File: src/rtl/alu_operand_loader_pkg.sv
// Shared definitions for the ALU operand loader: FSM state encodings and synchroniser depth.
// ALU_LOADER_DEBOUNCE_EN (when defined) enables the debounce counter in button_conditioner.
package alu_operand_loader_pkg;

    typedef enum logic [1:0] {
        EMPTY   = 2'b00,
        HAVE_A  = 2'b01,
        ILLEGAL = 2'b10,
        READY   = 2'b11
    } state_e;

    localparam int SYNC_DEPTH = 2;

endpackage

File: src/rtl/alu_operand_loader_button_conditioner.sv
// Button conditioner: 2-flop synchroniser, optional debounce (ALU_LOADER_DEBOUNCE_EN), rising-edge pulse.
// Latency: sync level after 2 edges; debounced level after DB_CYCLES further stable cycles. No backpressure.
module button_conditioner
    import alu_operand_loader_pkg::*;
#(
    parameter int DB_CYCLES = 1000000,
    parameter bit DEBOUNCE  = 1'b1
) (
    input  logic clk,
    input  logic reset_n,
    input  logic btn,
    output logic level,
    output logic pulse
);

    logic [SYNC_DEPTH-1:0] sync_q;
    logic                  sync_lvl;
    logic                  deb_lvl;
    logic                  prev_q;

    always_ff @(posedge clk or negedge reset_n) begin
        if (!reset_n) begin
            sync_q <= '0;
        end else begin
            sync_q <= {sync_q[SYNC_DEPTH-2:0], btn};
        end
    end

    assign sync_lvl = sync_q[SYNC_DEPTH-1];

`ifdef ALU_LOADER_DEBOUNCE_EN
    if (DEBOUNCE) begin : g_debounce
        localparam int CNT_W = (DB_CYCLES > 2) ? $clog2(DB_CYCLES) : 1;

        logic [CNT_W-1:0] cnt_q, cnt_d;
        logic             lvl_q, lvl_d;

        // Count cycles the synced level disagrees with the debounced one; any agreement restarts.
        always_comb begin
            cnt_d = cnt_q;
            lvl_d = lvl_q;
            if (sync_lvl != lvl_q) begin
                if (cnt_q == CNT_W'(DB_CYCLES - 1)) begin
                    lvl_d = sync_lvl;
                    cnt_d = '0;
                end else begin
                    cnt_d = cnt_q + 1'b1;
                end
            end else begin
                cnt_d = '0;
            end
        end

        always_ff @(posedge clk or negedge reset_n) begin
            if (!reset_n) begin
                cnt_q <= '0;
                lvl_q <= 1'b0;
            end else begin
                cnt_q <= cnt_d;
                lvl_q <= lvl_d;
            end
        end

        assign deb_lvl = lvl_q;
    end else begin : g_no_debounce
        assign deb_lvl = sync_lvl;
    end
`else
    assign deb_lvl = sync_lvl;
`endif

    always_ff @(posedge clk or negedge reset_n) begin
        if (!reset_n) begin
            prev_q <= 1'b0;
        end else begin
            prev_q <= deb_lvl;
        end
    end

    assign level = deb_lvl;
    assign pulse = deb_lvl & ~prev_q;

endmodule

File: src/rtl/alu_operand_loader.sv
// Captures ALU operands a then b from the switches on each load press; clear button empties both.
// Latency: capture on edge 3 (+DB_CYCLES with ALU_LOADER_DEBOUNCE_EN); clear on edge 3. No backpressure.
module alu_operand_loader
    import alu_operand_loader_pkg::*;
#(
    parameter int WIDTH     = 2,
    parameter int DB_CYCLES = 1000000
) (
    input  logic             clk,
    input  logic             reset_n,
    input  logic [WIDTH-1:0] sw,
    input  logic             btn_load,
    input  logic             btn_clr,
    output logic [WIDTH-1:0] a,
    output logic [WIDTH-1:0] b,
    output logic             operands_valid,
    output logic [1:0]       state
);

    logic load_level;
    logic load_pulse;
    logic clr_level;
    logic clr_pulse;
    logic clr_act;

    button_conditioner #(
        .DB_CYCLES (DB_CYCLES),
        .DEBOUNCE  (1'b1)
    ) u_load_cond (
        .clk     (clk),
        .reset_n (reset_n),
        .btn     (btn_load),
        .level   (load_level),
        .pulse   (load_pulse)
    );

    button_conditioner #(
        .DB_CYCLES (DB_CYCLES),
        .DEBOUNCE  (1'b0)
    ) u_clr_cond (
        .clk     (clk),
        .reset_n (reset_n),
        .btn     (btn_clr),
        .level   (clr_level),
        .pulse   (clr_pulse)
    );

    // Clear acts on level; its pulse only ever coincides with a high level, so OR-ing is harmless.
    assign clr_act = clr_level | clr_pulse;

    state_e           state_q, state_d;
    logic [WIDTH-1:0] a_q, a_d;
    logic [WIDTH-1:0] b_q, b_d;
    logic             valid_q, valid_d;

    always_comb begin
        state_d = state_q;
        a_d     = a_q;
        b_d     = b_q;
        valid_d = valid_q;
        if (clr_act) begin
            state_d = EMPTY;
            a_d     = '0;
            b_d     = '0;
            valid_d = 1'b0;
        end else begin
            case (state_q)
                EMPTY: begin
                    if (load_pulse) begin
                        a_d     = sw;
                        state_d = HAVE_A;
                    end
                end
                HAVE_A: begin
                    if (load_pulse) begin
                        b_d     = sw;
                        state_d = READY;
                        valid_d = 1'b1;
                    end
                end
                READY: begin
                    if (load_pulse) begin
                        a_d     = sw;
                        state_d = HAVE_A;
                        valid_d = 1'b0;
                    end
                end
                default: begin
                    state_d = EMPTY;
                    valid_d = 1'b0;
                end
            endcase
        end
    end

    always_ff @(posedge clk or negedge reset_n) begin
        if (!reset_n) begin
            state_q <= EMPTY;
            a_q     <= '0;
            b_q     <= '0;
            valid_q <= 1'b0;
        end else begin
            state_q <= state_d;
            a_q     <= a_d;
            b_q     <= b_d;
            valid_q <= valid_d;
        end
    end

    assign a              = a_q;
    assign b              = b_q;
    assign operands_valid = valid_q;
    assign state          = state_q;

endmodule
File: config.mk
export PLATFORM = sky130hd
export DESIGN_NAME = alu_operand_loader
export DESIGN_NICKNAME = d
export VERILOG_FILES = /design/src/rtl/alu_operand_loader_pkg.sv /design/src/rtl/alu_operand_loader_button_conditioner.sv /design/src/rtl/alu_operand_loader.sv
export SDC_FILE = /design/constraint.sdc
export NUM_CORES = 1
export LEC_CHECK = 0
export BUFFER_PORTS_ARGS = -buffer_cell sky130_fd_sc_hd__clkbuf_2
export CORE_AREA = 2 2 39 41
export DETAILED_ROUTE_END_ITERATION = 10
export DIE_AREA = 0 0 41 43
export GPL_TIMING_DRIVEN = 0
export MAX_ROUTING_LAYER = met4
export PLACE_DENSITY_LB_ADDON = 0.25
export SETUP_SLACK_MARGIN = 0.15
export SLEW_MARGIN = 20
export SYNTH_ARGS = -nofsm -noshare
export SYNTH_HDL_FRONTEND = slang
export SYNTH_HIERARCHICAL = 1
export SYNTH_SLANG_ARGS = --single-unit
File: constraint.sdc
create_clock -name clk -period 1.37 [get_ports clk]
set_input_delay 0.0685 -clock clk [delete_from_list [all_inputs] [get_ports clk]]
set_output_delay 0.0685 -clock clk [all_outputs]
set_load 0.01 [all_outputs]
Word level (Yosys, flattened, before mapping)
Index checks and enable logic that the tools add are counted.
W data, S select, Z words.

storage, ports and cells
  register bits = 13
  bits of input ports = 6
  output and inout bits = 7
  word-level logic and storage cells = 41

cells by class
  equal/unequal tests = 6
  multiplexer cells = 13
  bitwise gates (word level) = 5
  reductions and logical operators = 9

operators with widths
  cell                  count
  $mux W2               8
  $ne A3 B3 Y1 const B  2
  $reduce_and A2 Y1     3
  $reduce_bool A2 Y1    3
  $pmux W2 S2           1
  $mux W1               3
  $ne A3 B1 Y1 const B  1
  $pmux W1 S3           1
  $reduce_and A3 Y1     1
  $and A1 B1 Y1         2
  $eq A2 B1 Y1 const B  1
  $eq A2 B2 Y1 const B  1
  $logic_not A2 Y1      1
  $ne A2 B2 Y1 const B  1
  $not A1 Y1            2
  $reduce_or A2 Y1      1
  $or A1 B1 Y1          1

Depth between registers and ports, before layout
  depth after elaboration = 5
  gate-level depth with buffers = 5
  gate-level depth less buffers = 5

Hierarchy
The synthesis kept the hierarchy.

by module, submodules not included
  module              times used  cells an instance  area an instance (µm²)  sequential area each (µm²)
  alu_operand_loader  1           41                 402.9                   175.2
  button_conditioner  2           4                  88.8                    75.1

Least setup slack after synthesis
OpenSTA, ideal clock, no wires.

  path kind = reg2reg
  from = register state_q[0] (netlist: state[0])
  to = register state_q[1] (netlist: state[1])
  setup time = 0.130 ns
  data arrival time = 1.196 ns
  data required time = 1.240 ns
  slack = 0.044 ns
  stages on the path, launching flop included = 6
  path buffers = 0
  clock period less this slack = 1.326 ns
  cells stage by stage = dfrtp_1 > inv_1 > ha_1 > nor2b_1 > o211ai_1 > o41ai_1

on the way
  longest elaborated chain between the ends = 4
  elaborated cells on any way between the ends = 9
  classes of those cells = eq/ne: 4; mux: 2; reduce/logical: 3

ends and longest elaborated chain
  item                                                     RTL line                   source
  start, declared                                          alu_operand_loader.sv:51   state_e state_q, state_d;
  start signal, assigned                                   alu_operand_loader.sv:103  state_q <= state_d;
  $eq A2 B2 Y1 / $logic_not A2 Y1 (equally long branches)  alu_operand_loader.sv:67   case (state_q)
  $reduce_or A2 Y1 (no line)                               --
  $pmux W2 S2 / $ne A3 B1 Y1 (equally long branches)       --
  $mux W2 / $reduce_and A2 Y1 (equally long branches)      --

Parallel ways exist; a longest one is shown, timed or not.
A chain may end at the register's enable or synchronous reset.

Final worst setup path
  from = register state_q[1] (netlist: state[1])
  to = register state_q[1] (netlist: state[1])

Same word-level chain as after synthesis.

==> qor.txt <==
======================================================================================================
Run status .............................................................................. finished clean
Kind of cell adding the most delay to the critical path .................................   flip-flops
Mean cell area of the mapped netlist ....................................................    11.8 um^2
Setup TNS ...............................................................................         0 ns
DR vias .................................................................................          443
CP Launch Type ..........................................................................    flip-flop
Worst slew margin relative to its limit .................................................        79.1%
Fraction of the cycle the final worst path needs ........................................        92.1%
Critical path required time .............................................................      1.51 ns
Die Width ...............................................................................        41 um
Fill cell total of the finished layout ..................................................          117
Data arrival time of the worst path .....................................................      1.41 ns
Total die area .......................................................................... 0.00176 mm^2
Overall overflow remaining after global route ...........................................            0
Iteration-0 DRC Markers .................................................................            3
Achievable clock frequency ..............................................................    0.793 GHz
Final setup violating endpoints .........................................................            0
Synth warn ..............................................................................            6
Top library cells by usage in the layout, fill and taps aside ........................... dfrtp_1 (12), clkbuf_2 (12), buf_4 (10)
Buffers from clock root to sink, at most ................................................            2
Initial antenna violation count .........................................................            0
Reg-to-Reg End ..........................................................................     state[1]
Maximum number of pins on one net before global-route repair ............................           14
Place WS ................................................................................    0.0370 ns
Number of cells on the critical path ....................................................            5
Aggregate routed wire length ............................................................      1.02 mm
Cell Rows ...............................................................................           14
Number of levels the H-tree was split into ..............................................            1
Register area share after synthesis .....................................................        56.0%
Vias per inst ...........................................................................         4.71
Tightest Pin Transition .................................................................     0.313 ns
Power density relative to cell area .....................................................  969 mW/mm^2
Worst setup path category ............................................................... flip-flop to flip-flop
Kind of capture point of the worst setup path ...........................................    flip-flop
Worst min-delay path class .............................................................. input pin to flip-flop
Fraction of layout cells with a size suffix above 1 .....................................        51.3%
Delay of the slowest cell on the worst path .............................................      0.41 ns
GRT Util Overall ........................................................................        16.2%
Clock Tree Root .........................................................................     clkbuf_4
Capture point of the critical path ......................................................     state[1]
Critical path's slowest cell ............................................................      dfrtp_1
Number of I/O port buffers ..............................................................           12
Half-perimeter wire length after placement ..............................................       658 um
Antenna diode instance count ............................................................            0
Chip height .............................................................................        43 um
Core area ............................................................................... 0.00138 mm^2
Worst Setup SP ..........................................................................     state[1]
Length in cells of the worst reg-to-reg path ............................................            5
Clock latency reported for the late side of the worst-skew pair .........................      0.27 ns
Netlist area before placement ...........................................................     581 um^2
Synthesized netlist cell count ..........................................................           49
DP Area .................................................................................     697 um^2
First-pass iteration count of the detailed router .......................................            2
Placer's final routability congestion estimate ..........................................        0.687
Net count of the finished layout ........................................................           90
Clock transition at the register clock pins on the worst setup and hold paths after CTS .      0.08 ns
Distinct cell type count after synthesis ................................................           18
Setup Skew ..............................................................................   0.00415 ns
Global-route wire length before repair ..................................................      1.85 mm
Routed Antenna Nets .....................................................................            0
Layout overhead on the synthesized area .................................................        46.1%
Slack of the worst reg-to-reg path ......................................................      0.11 ns
Post-layout worst setup margin ..........................................................     0.108 ns
Number of remaining DRC errors ..........................................................            0
Shortest period the worst path allows ...................................................      1.26 ns
Final hold viol count ...................................................................            0
CTS Sinks ...............................................................................           13
Max Transition Viols Final ..............................................................            0
Initial core utilization ................................................................        42.0%
Post-Layout Inst Area ...................................................................     848 um^2
Clock buffers created by TritonCTS ......................................................            3
Setup repair after global routing missed its margin .....................................         true
Flip-flop and latch count after synthesis ...............................................           13
IR drop worst, VDD ......................................................................     0.596 mV
Critical path fanouts, max ..............................................................            4
Leakage power summed over all cells .....................................................     0.430 nW
I/O pins ................................................................................           13
Net count after synthesis ...............................................................           60
TritonCTS clock tree ....................................................................          yes
Number of global-route vias before repair ...............................................          451
Average routed wire per standard cell ...................................................      10.9 um
Total of max-cap violations .............................................................            0
Worst path bufs/invs ....................................................................            1
Crit Reg-Reg Startpoint .................................................................     state[1]
Critical-path cell list ................................................................. inv_2, ha_4, nor2b_4, o211ai_1, o41ai_2
======================================================================================================
[worst min-delay path, delay by kind of cell]
kind / cells / cell delay, ns
buffers and inverters: 1 / 0.09
AND/OR/NAND/NOR: 1 / 0.07
AO/OA/AOI/OAI: 1 / 0.05
[registers in the layout, summed over array words and instances, names as in the netlist]
signal,cells
a,2
b,2
state,2
u_clr_cond/sync_q,2
u_load_cond/sync_q,2
operands_valid,1
u_clr_cond/prev_q,1
u_load_cond/prev_q,1
[cells by family after synthesis]
| logic type | after synthesis | synth area share [%] |
|---|---|---|
| AO/OA/AOI/OAI | 7 | 7.76 |
| flip-flops | 13 | 56.0 |
| buffers and inverters | 5 | 4.74 |
| AND/OR/NAND/NOR | 17 | 17.2 |
| adder cells (fa/ha/maj) | 5 | 10.8 |
| multiplexers | 2 | 3.45 |
[cell usage after synthesis, drive strengths merged]
cell type / count / area [um^2]
inv: 3 / 11.3
nand3: 2 / 10.0
o41ai: 2 / 17.5
or2: 1 / 6.26
nand2: 3 / 11.3
nand2b: 1 / 6.26
nor2: 3 / 11.3
dfrtp: 13 / 325
a21oi: 3 / 15.0
o21ai: 1 / 5.00
nor3: 3 / 15.0
ha: 5 / 62.6
o211ai: 1 / 7.51
nor2b: 4 / 40.0
mux2i: 2 / 20.0
buf: 2 / 16.3
[area by class of cell]
cell class | count | area, um^2 | area share, %
Buffer | 2 | 16.3 | 1.92
Clock buffer | 4 | 26.3 | 3.10
Tap cell | 16 | 20.0 | 2.36
Sequential cell | 13 | 327 | 38.5
Timing Repair Buffer | 25 | 165 | 19.5
Multi-Input combinational cell | 31 | 280 | 33.0
Inverter | 3 | 13.8 | 1.62
[report_power, final]
part | switching (W) | internal (W)
sequential | 0.0000128 | 0.000402
clock | 0.000114 | 0.000113
combinational | 0.0000818 | 0.0000977
[through the flow]
stage                     util, %  hold WS [ns]  cells  power, W
after global routing         61.3        0.0544     94  0.000880
after global placement       50.4       -0.0228     77  0.000558
final                        61.3        0.0451     94  0.000822
after detailed placement     50.4       -0.0207     77  0.000559
after CTS                    59.7        0.0261     92  0.000831
after floorplan                 -        -0.227     49  0.000519
[how the worst min path moves through the flow]
stage,startpoint,endpoint,depth (start not counted)
after detailed placement,reset_n,u_clr_cond/prev_q,1
final,sw[0],b[0],3
after floorplan,reset_n,a[0],0
after CTS,sw[0],b[0],3
after global placement,reset_n,u_clr_cond/sync_q[0],1
after global routing,sw[1],b[1],3
[metal layers]
layer  up-vias  wire length (um)  global-route usage [%]
met5         -                 0                       -
met4         0                10                    10.0
met3         2                39                    3.14
met2         8               506                    24.1
met1       211               464                    19.4
li1        222                 -                       -
[repair_timing]
item | CTS | global route
endpoints found under the hold margin | 15 | 0
setup endpoints to repair | 4 | 7
pin swaps | 3 | 1
setup buffers | 8 | 2
gates cloned | 0 | 0
hold buffers | 3 | 0
gates resized for setup | 3 | 2
(Power assumes the default switching activity.)
